===== config.mk =====
export PLATFORM = sky130hd
export DESIGN_NAME = instr_reg_decode_flat
export DESIGN_NICKNAME = d
export VERILOG_FILES = /design/src/rtl/instr_reg_decode_if.sv /design/src/rtl/instr_reg_decode.sv /design/src/flat_wrapper.sv
export SDC_FILE = /design/constraint.sdc
export NUM_CORES = 1
export LEC_CHECK = 0
export ABC_AREA = 1
export CAP_MARGIN = 10
export CELL_PAD_IN_SITES_DETAIL_PLACEMENT = 0
export CELL_PAD_IN_SITES_GLOBAL_PLACEMENT = 1
export CORE_MARGIN = 3
export CORE_UTILIZATION = 29
export CTS_CLUSTER_SIZE = 14
export DETAILED_ROUTE_END_ITERATION = 16
export PLACE_DENSITY_LB_ADDON = 0.1
export SLEW_MARGIN = 20
export SYNTH_ARGS = -nofsm -noshare
export SYNTH_HDL_FRONTEND = slang
export SYNTH_SLANG_ARGS = --single-unit
export TNS_END_PERCENT = 100

===== constraint.sdc =====
create_clock -name CLK -period 1.9 [get_ports CLK]
set_clock_uncertainty 0.05 [all_clocks]
set_input_delay 0.19 -clock CLK [delete_from_list [all_inputs] [get_ports CLK]]
set_output_delay 0.19 -clock CLK [all_outputs]
set_load 0.05 [all_outputs]

===== src/rtl/instr_reg_decode_if.sv =====
// Bus between the multicycle control FSM/datapath and the instruction register decoder.
// The instret signal exists only when IRD_INSTRET_EN is defined.
interface instr_reg_decode_if;
    logic        load_ir;
    logic        flush;
    logic [31:0] instr_in;
    logic [6:0]  opcode;
    logic [4:0]  rd;
    logic [2:0]  funct3;
    logic [4:0]  rs1;
    logic [4:0]  rs2;
    logic [6:0]  funct7;
    logic [31:0] imm;
    logic [2:0]  fmt;
    logic        ir_valid;
    logic        illegal;
`ifdef IRD_INSTRET_EN
    logic [31:0] instret;
`endif

    modport master (
        output load_ir, flush, instr_in,
        input  opcode, rd, funct3, rs1, rs2, funct7, imm, fmt, ir_valid, illegal
`ifdef IRD_INSTRET_EN
        , input instret
`endif
    );

    modport slave (
        input  load_ir, flush, instr_in,
        output opcode, rd, funct3, rs1, rs2, funct7, imm, fmt, ir_valid, illegal
`ifdef IRD_INSTRET_EN
        , output instret
`endif
    );
endinterface


===== src/rtl/instr_reg_decode.sv =====
// Instruction register with RV32I field/immediate decode and sticky illegal-opcode flag.
// Optional loaded-instruction counter enabled by defining IRD_INSTRET_EN.
module instr_reg_decode #(
    parameter int          XLEN        = 32,
    parameter logic [31:0] RESET_INSTR = 32'h0000_0013
) (
    input  logic              CLK,
    input  logic              RST,
    instr_reg_decode_if.slave bus
);

    typedef enum logic [1:0] {
        ST_EMPTY = 2'd0,
        ST_VALID = 2'd1,
        ST_FAULT = 2'd2
    } state_t;

    typedef enum logic [2:0] {
        FMT_R   = 3'd0,
        FMT_I   = 3'd1,
        FMT_S   = 3'd2,
        FMT_B   = 3'd3,
        FMT_U   = 3'd4,
        FMT_J   = 3'd5,
        FMT_BAD = 3'd7
    } fmt_t;

    // Shared by the IR-side decode and the load-time legality check on instr_in.
    function automatic fmt_t fmt_of(input logic [6:0] op);
        fmt_t f;
        case (op)
            7'b0110011:                                     f = FMT_R;
            7'b0010011, 7'b0000011, 7'b1100111, 7'b1110011: f = FMT_I;
            7'b0100011:                                     f = FMT_S;
            7'b1100011:                                     f = FMT_B;
            7'b0110111, 7'b0010111:                         f = FMT_U;
            7'b1101111:                                     f = FMT_J;
            default:                                        f = FMT_BAD;
        endcase
        return f;
    endfunction

    logic [XLEN-1:0] ir;
    state_t          state;
    state_t          state_next;
    logic            load_bad;
    fmt_t            ir_fmt;
    logic [XLEN-1:0] imm_dec;

    always_ff @(posedge CLK or posedge RST) begin
        if (RST) begin
            ir <= RESET_INSTR;
        end else if (bus.flush) begin
            ir <= RESET_INSTR;
        end else if (bus.load_ir) begin
            ir <= bus.instr_in;
        end
    end

    always_ff @(posedge CLK or posedge RST) begin
        if (RST) begin
            state <= ST_EMPTY;
        end else begin
            state <= state_next;
        end
    end

    assign load_bad = (fmt_of(bus.instr_in[6:0]) == FMT_BAD);

    // A fault is sticky across later good loads; only flush or reset clears it.
    always_comb begin
        state_next   = state;
        bus.ir_valid = 1'b0;
        bus.illegal  = 1'b0;

        if (bus.flush) begin
            state_next = ST_EMPTY;
        end else if (bus.load_ir) begin
            if (load_bad || state == ST_FAULT) begin
                state_next = ST_FAULT;
            end else begin
                state_next = ST_VALID;
            end
        end

        case (state)
            ST_VALID: bus.ir_valid = 1'b1;
            ST_FAULT: begin
                bus.ir_valid = 1'b1;
                bus.illegal  = 1'b1;
            end
            default: ;
        endcase
    end

    assign ir_fmt = fmt_of(ir[6:0]);

    always_comb begin
        imm_dec = '0;
        case (ir_fmt)
            FMT_I: imm_dec = {{20{ir[31]}}, ir[31:20]};
            FMT_S: imm_dec = {{20{ir[31]}}, ir[31:25], ir[11:7]};
            FMT_B: imm_dec = {{19{ir[31]}}, ir[31], ir[7], ir[30:25], ir[11:8], 1'b0};
            FMT_U: imm_dec = {ir[31:12], 12'b0};
            FMT_J: imm_dec = {{11{ir[31]}}, ir[31], ir[19:12], ir[20], ir[30:21], 1'b0};
            default: imm_dec = '0;
        endcase
    end

    assign bus.opcode = ir[6:0];
    assign bus.rd     = ir[11:7];
    assign bus.funct3 = ir[14:12];
    assign bus.rs1    = ir[19:15];
    assign bus.rs2    = ir[24:20];
    assign bus.funct7 = ir[31:25];
    assign bus.imm    = imm_dec;
    assign bus.fmt    = ir_fmt;

`ifdef IRD_INSTRET_EN
    logic [31:0] instret_q;

    // Counts every accepted load, legal or not; a flush in the same cycle suppresses it.
    always_ff @(posedge CLK or posedge RST) begin
        if (RST) begin
            instret_q <= '0;
        end else if (bus.load_ir && !bus.flush) begin
            instret_q <= instret_q + 32'd1;
        end
    end

    assign bus.instret = instret_q;
`endif

endmodule

===== src/flat_wrapper.sv =====
// flat-port wrapper written by rule: the top's interface ports become plain ports
module instr_reg_decode_flat 
#(
    parameter int          XLEN        = 32,
    parameter logic [31:0] RESET_INSTR = 32'h0000_0013
)
  (CLK, RST, bus_load_ir, bus_flush, bus_instr_in, bus_opcode, bus_rd, bus_funct3, bus_rs1, bus_rs2, bus_funct7, bus_imm, bus_fmt, bus_ir_valid, bus_illegal);
  instr_reg_decode_if bus_i ();
  input  logic CLK;
  input  logic RST;
  input wire logic [$bits(bus_i.load_ir)-1:0] bus_load_ir;
  input wire logic [$bits(bus_i.flush)-1:0] bus_flush;
  input wire logic [$bits(bus_i.instr_in)-1:0] bus_instr_in;
  output wire logic [$bits(bus_i.opcode)-1:0] bus_opcode;
  output wire logic [$bits(bus_i.rd)-1:0] bus_rd;
  output wire logic [$bits(bus_i.funct3)-1:0] bus_funct3;
  output wire logic [$bits(bus_i.rs1)-1:0] bus_rs1;
  output wire logic [$bits(bus_i.rs2)-1:0] bus_rs2;
  output wire logic [$bits(bus_i.funct7)-1:0] bus_funct7;
  output wire logic [$bits(bus_i.imm)-1:0] bus_imm;
  output wire logic [$bits(bus_i.fmt)-1:0] bus_fmt;
  output wire logic [$bits(bus_i.ir_valid)-1:0] bus_ir_valid;
  output wire logic [$bits(bus_i.illegal)-1:0] bus_illegal;
  assign bus_i.load_ir = bus_load_ir;
  assign bus_i.flush = bus_flush;
  assign bus_i.instr_in = bus_instr_in;
  assign bus_opcode = bus_i.opcode;
  assign bus_rd = bus_i.rd;
  assign bus_funct3 = bus_i.funct3;
  assign bus_rs1 = bus_i.rs1;
  assign bus_rs2 = bus_i.rs2;
  assign bus_funct7 = bus_i.funct7;
  assign bus_imm = bus_i.imm;
  assign bus_fmt = bus_i.fmt;
  assign bus_ir_valid = bus_i.ir_valid;
  assign bus_illegal = bus_i.illegal;
  instr_reg_decode #(.XLEN(XLEN), .RESET_INSTR(RESET_INSTR)) u_core (.CLK(CLK), .RST(RST), .bus(bus_i));
endmodule

==> results of run 1 <==
==> state kept, by name, summed over array words and instances, names as in the netlist <==
register / count
u_core.state: 2
u_core.ir: 32
==> stage by stage <==
stage	setup WS, ps	total power [mW]	setup TNS [ps]
floorplan	-66.25	1.368	-539.8
global route	-256.0	2.836	-8077
detailed placement	3.209	1.796	0
global placement	36.95	1.790	0
CTS	-158.6	2.710	-4892
finish	-183.0	2.718	-5204
==> power groups by stage <==
| stage | clock [mW] | combinational, mW | sequential [mW] |
|---|---|---|---|
| 6_report | 0.835 | 1.06 | 0.827 |
| 5_1_grt | 0.892 | 1.11 | 0.835 |
| 4_1_cts | 0.853 | 1.03 | 0.824 |
| 3_5_place_dp | 0 | 0.960 | 0.836 |
| 3_3_place_gp | 0 | 0.955 | 0.835 |
| 2_1_floorplan | 0 | 0.405 | 0.963 |
==> metal layers <==
layer  global-route usage  up-vias  share of wire
met4              0.04320        0         0.0059
met5                    0        -              0
li1                     -     1388              -
met1               0.2158     1290           0.42
met3              0.03677        5          0.057
met2               0.3232       84           0.51
==> layout make-up <==
class	instances	area share
Inverter	33	0.02742
Clock buffer	5	0.01493
Tap cell	102	0.02769
Clock inverter	3	0.01493
Multi-Input combinational cell	270	0.3572
Timing Repair Buffer	135	0.3719
Sequential cell	34	0.1859
==> cells by family (layout without fill, tap and decap cells) <==
family                     after synthesis  after routing  share of synthesized area
and+or+nand+nor                        225            227                     0.4118
buffers and inverters                   53            176                     0.1120
AOI/OAI and AO/OA                       42             42                     0.1136
DFF                                     34             34                     0.3574
adders and majority gates                1              1                   0.005232
==> synth_stat cells (all sizes together) <==
library cell  count
o21ai            23
a22o             12
nand3            53
dfstp             3
inv              33
dfrtp            31
nand2           119
a21oi             4
nor2             53
ha                1
a21boi            1
o22ai             2
buf              19
clkbuf            1
==> how the worst max path moves through the flow <==
stage                     slack [ps]                     start  depth (start not counted)     endpoint
after floorplan                  -70  u_core.ir[1]$_DFFE_PP1P_                          7  bus_imm[20]
after global placement            40  u_core.ir[4]$_DFFE_PP1P_                          9   bus_fmt[2]
after detailed placement           3  u_core.ir[4]$_DFFE_PP1P_                          8   bus_imm[2]
after CTS                       -160  u_core.ir[1]$_DFFE_PP1P_                          8  bus_imm[13]
after global routing            -260  u_core.ir[0]$_DFFE_PP1P_                          9   bus_imm[0]
final                           -180  u_core.ir[0]$_DFFE_PP1P_                          9   bus_imm[2]
==> what timing repair did <==
item                                    4_1_cts  5_1_grt
gates resized for setup                      38       30
buffers inserted                             11        4
pin swaps                                     5       18
endpoints found under the setup margin       35       35
cloned                                        1        2
==> worst max-delay path, stage by stage, from the launching register on <==
cell     delay [ps]
dfstp_2         560
nand2_4         100
nor2_4          180
nand2_4          70
o21ai_4         100
buf_6           130
buf_8           120
nand2_2          70
nand2_4          80
buf_12          130
==> run metrics, run 1 <==
post-layout instance area=4609 um2; placed inst area=4066 um2; worst path required time=1660 ps; Ys Warns=0; CTS tree=built; via count=~2800; Int Pwr=1.739 mW; Peak VDD IR=0.2997 mV; r2r setup slk=690 ps; Core Area=7848 um2; start of the worst register-to-register path=u_core.state[0]$_DFFE_PP0P_; Clock power frac=0.307; Worst Setup End Kind=output pin; fin. max-slew vios=0; # diodes=0; Worst-path clk slew=90 ps; HPWL Detailed=6.225 mm; Seq pwr share=0.304; GP Congestion=approximately 0.80; Max Clk Rate=480.1 MHz; first-pass GRT wire length=13.73 mm; reg2reg end=u_core.state[0]$_DFFE_PP0P_; Mapped Area=2391 um2; vias per cell=4.754; top cell type's share of synthesized area=0.3244; unrepaired setup endpoints after global routing=true; WL/cell=14.92 um; share of post-route cells with drive strength above 1=0.3563; overall routing resource usage=0.1788; pwr dens=589.7 nW/um2; Routed Antenna Nets=0; most frequent cells in the layout=nand2_1 (67), clkdlybuf4s50_1 (61), nand3_1 (50); H-tree levels=2; Worst Path Max Fanout=5; Synth Register Bits=34; non-filler cells, final=a little under 600; Worst-Margin Slew=530.2 ps; port bufs=104; final hold slack=about 240 ps; initial antenna violation count=0; Final Hold Vio Count=0; critical path launch point type=register; Die H=just under 100 um; Period minus WS final=2083 ps; Leak=2.244 nW; maximum capacitance violations=0; failing checks=setup timing; fillers=slightly above 700; Rows=32; final core utilization=0.5874; count of different cell masters after synthesis=25; largest net degree at the start of global routing=35; final number of setup-violating endpoints=35; Worst slew margin=0.6454; dpl cells=556; outcome=finished, violations left; initial core utilization=0.3047; I/O pins=about 110; vias in the first global route=between 2000 and 3000; # DRC=0; CTS Root Cell=clkbuf_8; CP Class=reg -> out; Mapped Cells=about 360; P_sw=roughly 0.98 mW; gr ovfl total=0; power share of the combinational group=0.389; fin nets=516; Seq/Total Area, Yosys=0.3574; worst skew pair latency=290 ps; setup slack after layout=-183.0 ps; WL final=~8.7 mm; top cells by area, synth=dfrtp_1 (32%), nand2_1 (18%), nand3_1 (11%), nor2_1 (7.4%), inv_1 (4.9%); switching portion of total power=0.3603; Pre-Repair DR Iteration Count=4; clk sink count=34; Die Span X=96.80 um; clock buffer depth=2; WP data arrival=1840 ps; worst reg2reg path depth=7; synthesized area per cell=approximately 6.7 um2; area occupied by multi-input gates=1647 um2; Area growth, synth to finish=92.78%; most common cell after layout, fill and taps aside=nand2_1; DIE AREA=9370 um2; sequential cell area=857.1 um2; Mapped Nets=392; Hold Path Class=in -> async; Hold-fix buffers, CTS=0; CTS buffer count=5; crit share post-route=1.096; cell taking the most area after synthesis=dfrtp_1; initial drt markers=between 100 and 150
Note: power is estimated with default switching activity, not from simulation.
==> inputs of run 2 (changes only) <==
Settings changed: SKIP_CTS_REPAIR_TIMING from default to 1.
==> run metrics, run 2 (synthesis results as in run 1) <==
outcome=finished, violations left; failing checks=setup timing; GR Util met1=0.2123; Die H=96.80 um; Worst-Margin Slew=542.7 ps; Worst slew margin=0.6371; Leak=2.135 nW; P_sw=0.9577 mW; final core utilization=0.5681; dpl cells=556; Worst Setup End Kind=output pin; pwr dens=601.3 nW/um2; critical path launch point type=register; overall routing resource usage=0.1731; Area growth, synth to finish=86.45%; maximum capacitance violations=0; vias in the first global route=2685; Clock power frac=0.310; Rows=32; Peak VDD IR=0.2923 mV; Die Span X=96.80 um; Worst-path clk slew=80 ps; Worst Path Max Fanout=11; setup_tns=-5409 ps; setup slack after layout=-182.0 ps; WL/cell=14.54 um; non-filler cells, final=around 580; Int Pwr=around 1.7 mW; Hold Path Class=in -> async; DIE AREA=9370 um2; cell mode on critical path=nand2_4; CP Class=reg -> out; placed inst area=4066 um2; Core Area=about 8000 um2; Largest register FFs=32; vias per cell=approximately 4.8; slowest stage cell, crit path=dfstp_2; Period minus WS final=2082 ps; clock buffer depth=2; grt met3 use=0.03605; CTS tree=built; Pre-Repair DR Iteration Count=4; unrepaired setup endpoints after global routing=true; Routed Antenna Nets=0; initial antenna violation count=0; clk sink count=34; Seq pwr share=0.307; fillers=736; H-tree levels=2; busiest layer in global routing=met2; WL final=8.420 mm; I/O pins=105; slowest stage delay, CP=570 ps; fin nets=513; # diodes=0; post-layout instance area=4458 um2; switching portion of total power=0.3573; share of post-route cells with drive strength above 1=0.3187; Biggest register=u_core.ir; worst skew pair latency=300 ps; first-pass GRT wire length=13.26 mm; # DRC=0; crit share post-route=1.096; port bufs=104; worst path required time=1660 ps; HPWL Detailed=6.225 mm; gr ovfl total=0; fin. max-slew vios=0; top flop regs=u_core.ir x32, u_core.state x2; Max Clk Rate=480.3 MHz; WP data arrival=1840 ps; Final Hold Vio Count=0; critical-path cell list=nand2_4 > nor2_4 > nand2_4 > o21ai_4 > nand2_4 > buf_12 > nand2_2 > buf_12; initial core utilization=0.3047; CTS Root Cell=clkbuf_8; final hold slack=240.3 ps; most frequent cells in the layout=nand2_1 (77), clkdlybuf4s50_1 (63), nand3_1 (51); via count=2761; initial drt markers=101; largest net degree at the start of global routing=35; final number of setup-violating endpoints=35; most common cell after layout, fill and taps aside=nand2_1; GP Congestion=roughly 0.8; power share of the combinational group=0.383; CTS buffer count=5; grt met2 use=0.3031
run 2: changes by cell type in the layout (fill, tap and decap cells not counted), sizes merged:
cell           delta
nand2             -1
clkdlybuf4s50     +2
dlymetal6s2s      -2
buf               -2
clkbuf            +1
nand3             -1
run 2: stage by stage:
step	total power, mW	setup slack [ps]
floorplan	1.368	-66.25
global placement	1.790	36.95
detailed placement	1.796	3.209
CTS	2.637	-331.4
global route	2.803	-278.6
finish	2.681	-182.0
run 2: layout make-up:
type,count,area (um2),share of cell area
clock buffers,5,68.82,0.01544
flip-flops and latches,34,857.1,0.1923
multi-input cells,268,1538,0.3449
repair buffers,134,1674,0.3755
inverters,33,123.9,0.02779
well taps,102,127.6,0.02863
clock inverters,3,68.82,0.01544
run 2: path summary, 6_finish.rpt:
| path | endpoint | slack, ps | from | cells past startpoint |
|---|---|---|---|---|
| setup / recovery | bus_imm[21] | -180 | u_core.ir[1]$_DFFE_PP1P_ | 8 |
| hold / removal | u_core.ir[8]$_DFFE_PP0P_ | 240 | RST | 3 |
| setup reg to reg | u_core.state[0]$_DFFE_PP0P_ | 690 | u_core.state[0]$_DFFE_PP0P_ | 7 |
| hold reg to reg | u_core.ir[1]$_DFFE_PP1P_ | 450 | u_core.ir[1]$_DFFE_PP1P_ | 2 |
| max in group asynchronous | u_core.ir[4]$_DFFE_PP1P_ | 1210 | RST | 3 |
| min in group CLK | u_core.ir[7]$_DFFE_PP0P_ | 380 | bus_instr_in[7] | 3 |
run 2: power by group through the flow:
| stage | logic [mW] | registers [mW] | clock network [mW] |
|---|---|---|---|
| final | 1.03 | 0.823 | 0.832 |
| after global routing | 1.08 | 0.831 | 0.892 |
| after CTS | 0.962 | 0.822 | 0.853 |
| after detailed placement | 0.960 | 0.836 | 0 |
| after global placement | 0.955 | 0.835 | 0 |
| after floorplan | 0.405 | 0.963 | 0 |
run 2: worst max-delay path, delay by kind of cell (launching register included):
kind                   cells  cell delay [ps]
AOI/OAI and AO/OA          1              100
buffers and inverters      2              310
DFF                        1              570
and+or+nand+nor            5              560
run 2: per-layer routing:
| metal | routed length [um] | up-vias |
|---|---|---|
| met5 | 0 | - |
| li1 | - | 1385 |
| met2 | 4180 | 84 |
| met4 | 97 | 0 |
| met1 | 3670 | 1282 |
| met3 | 472 | 10 |
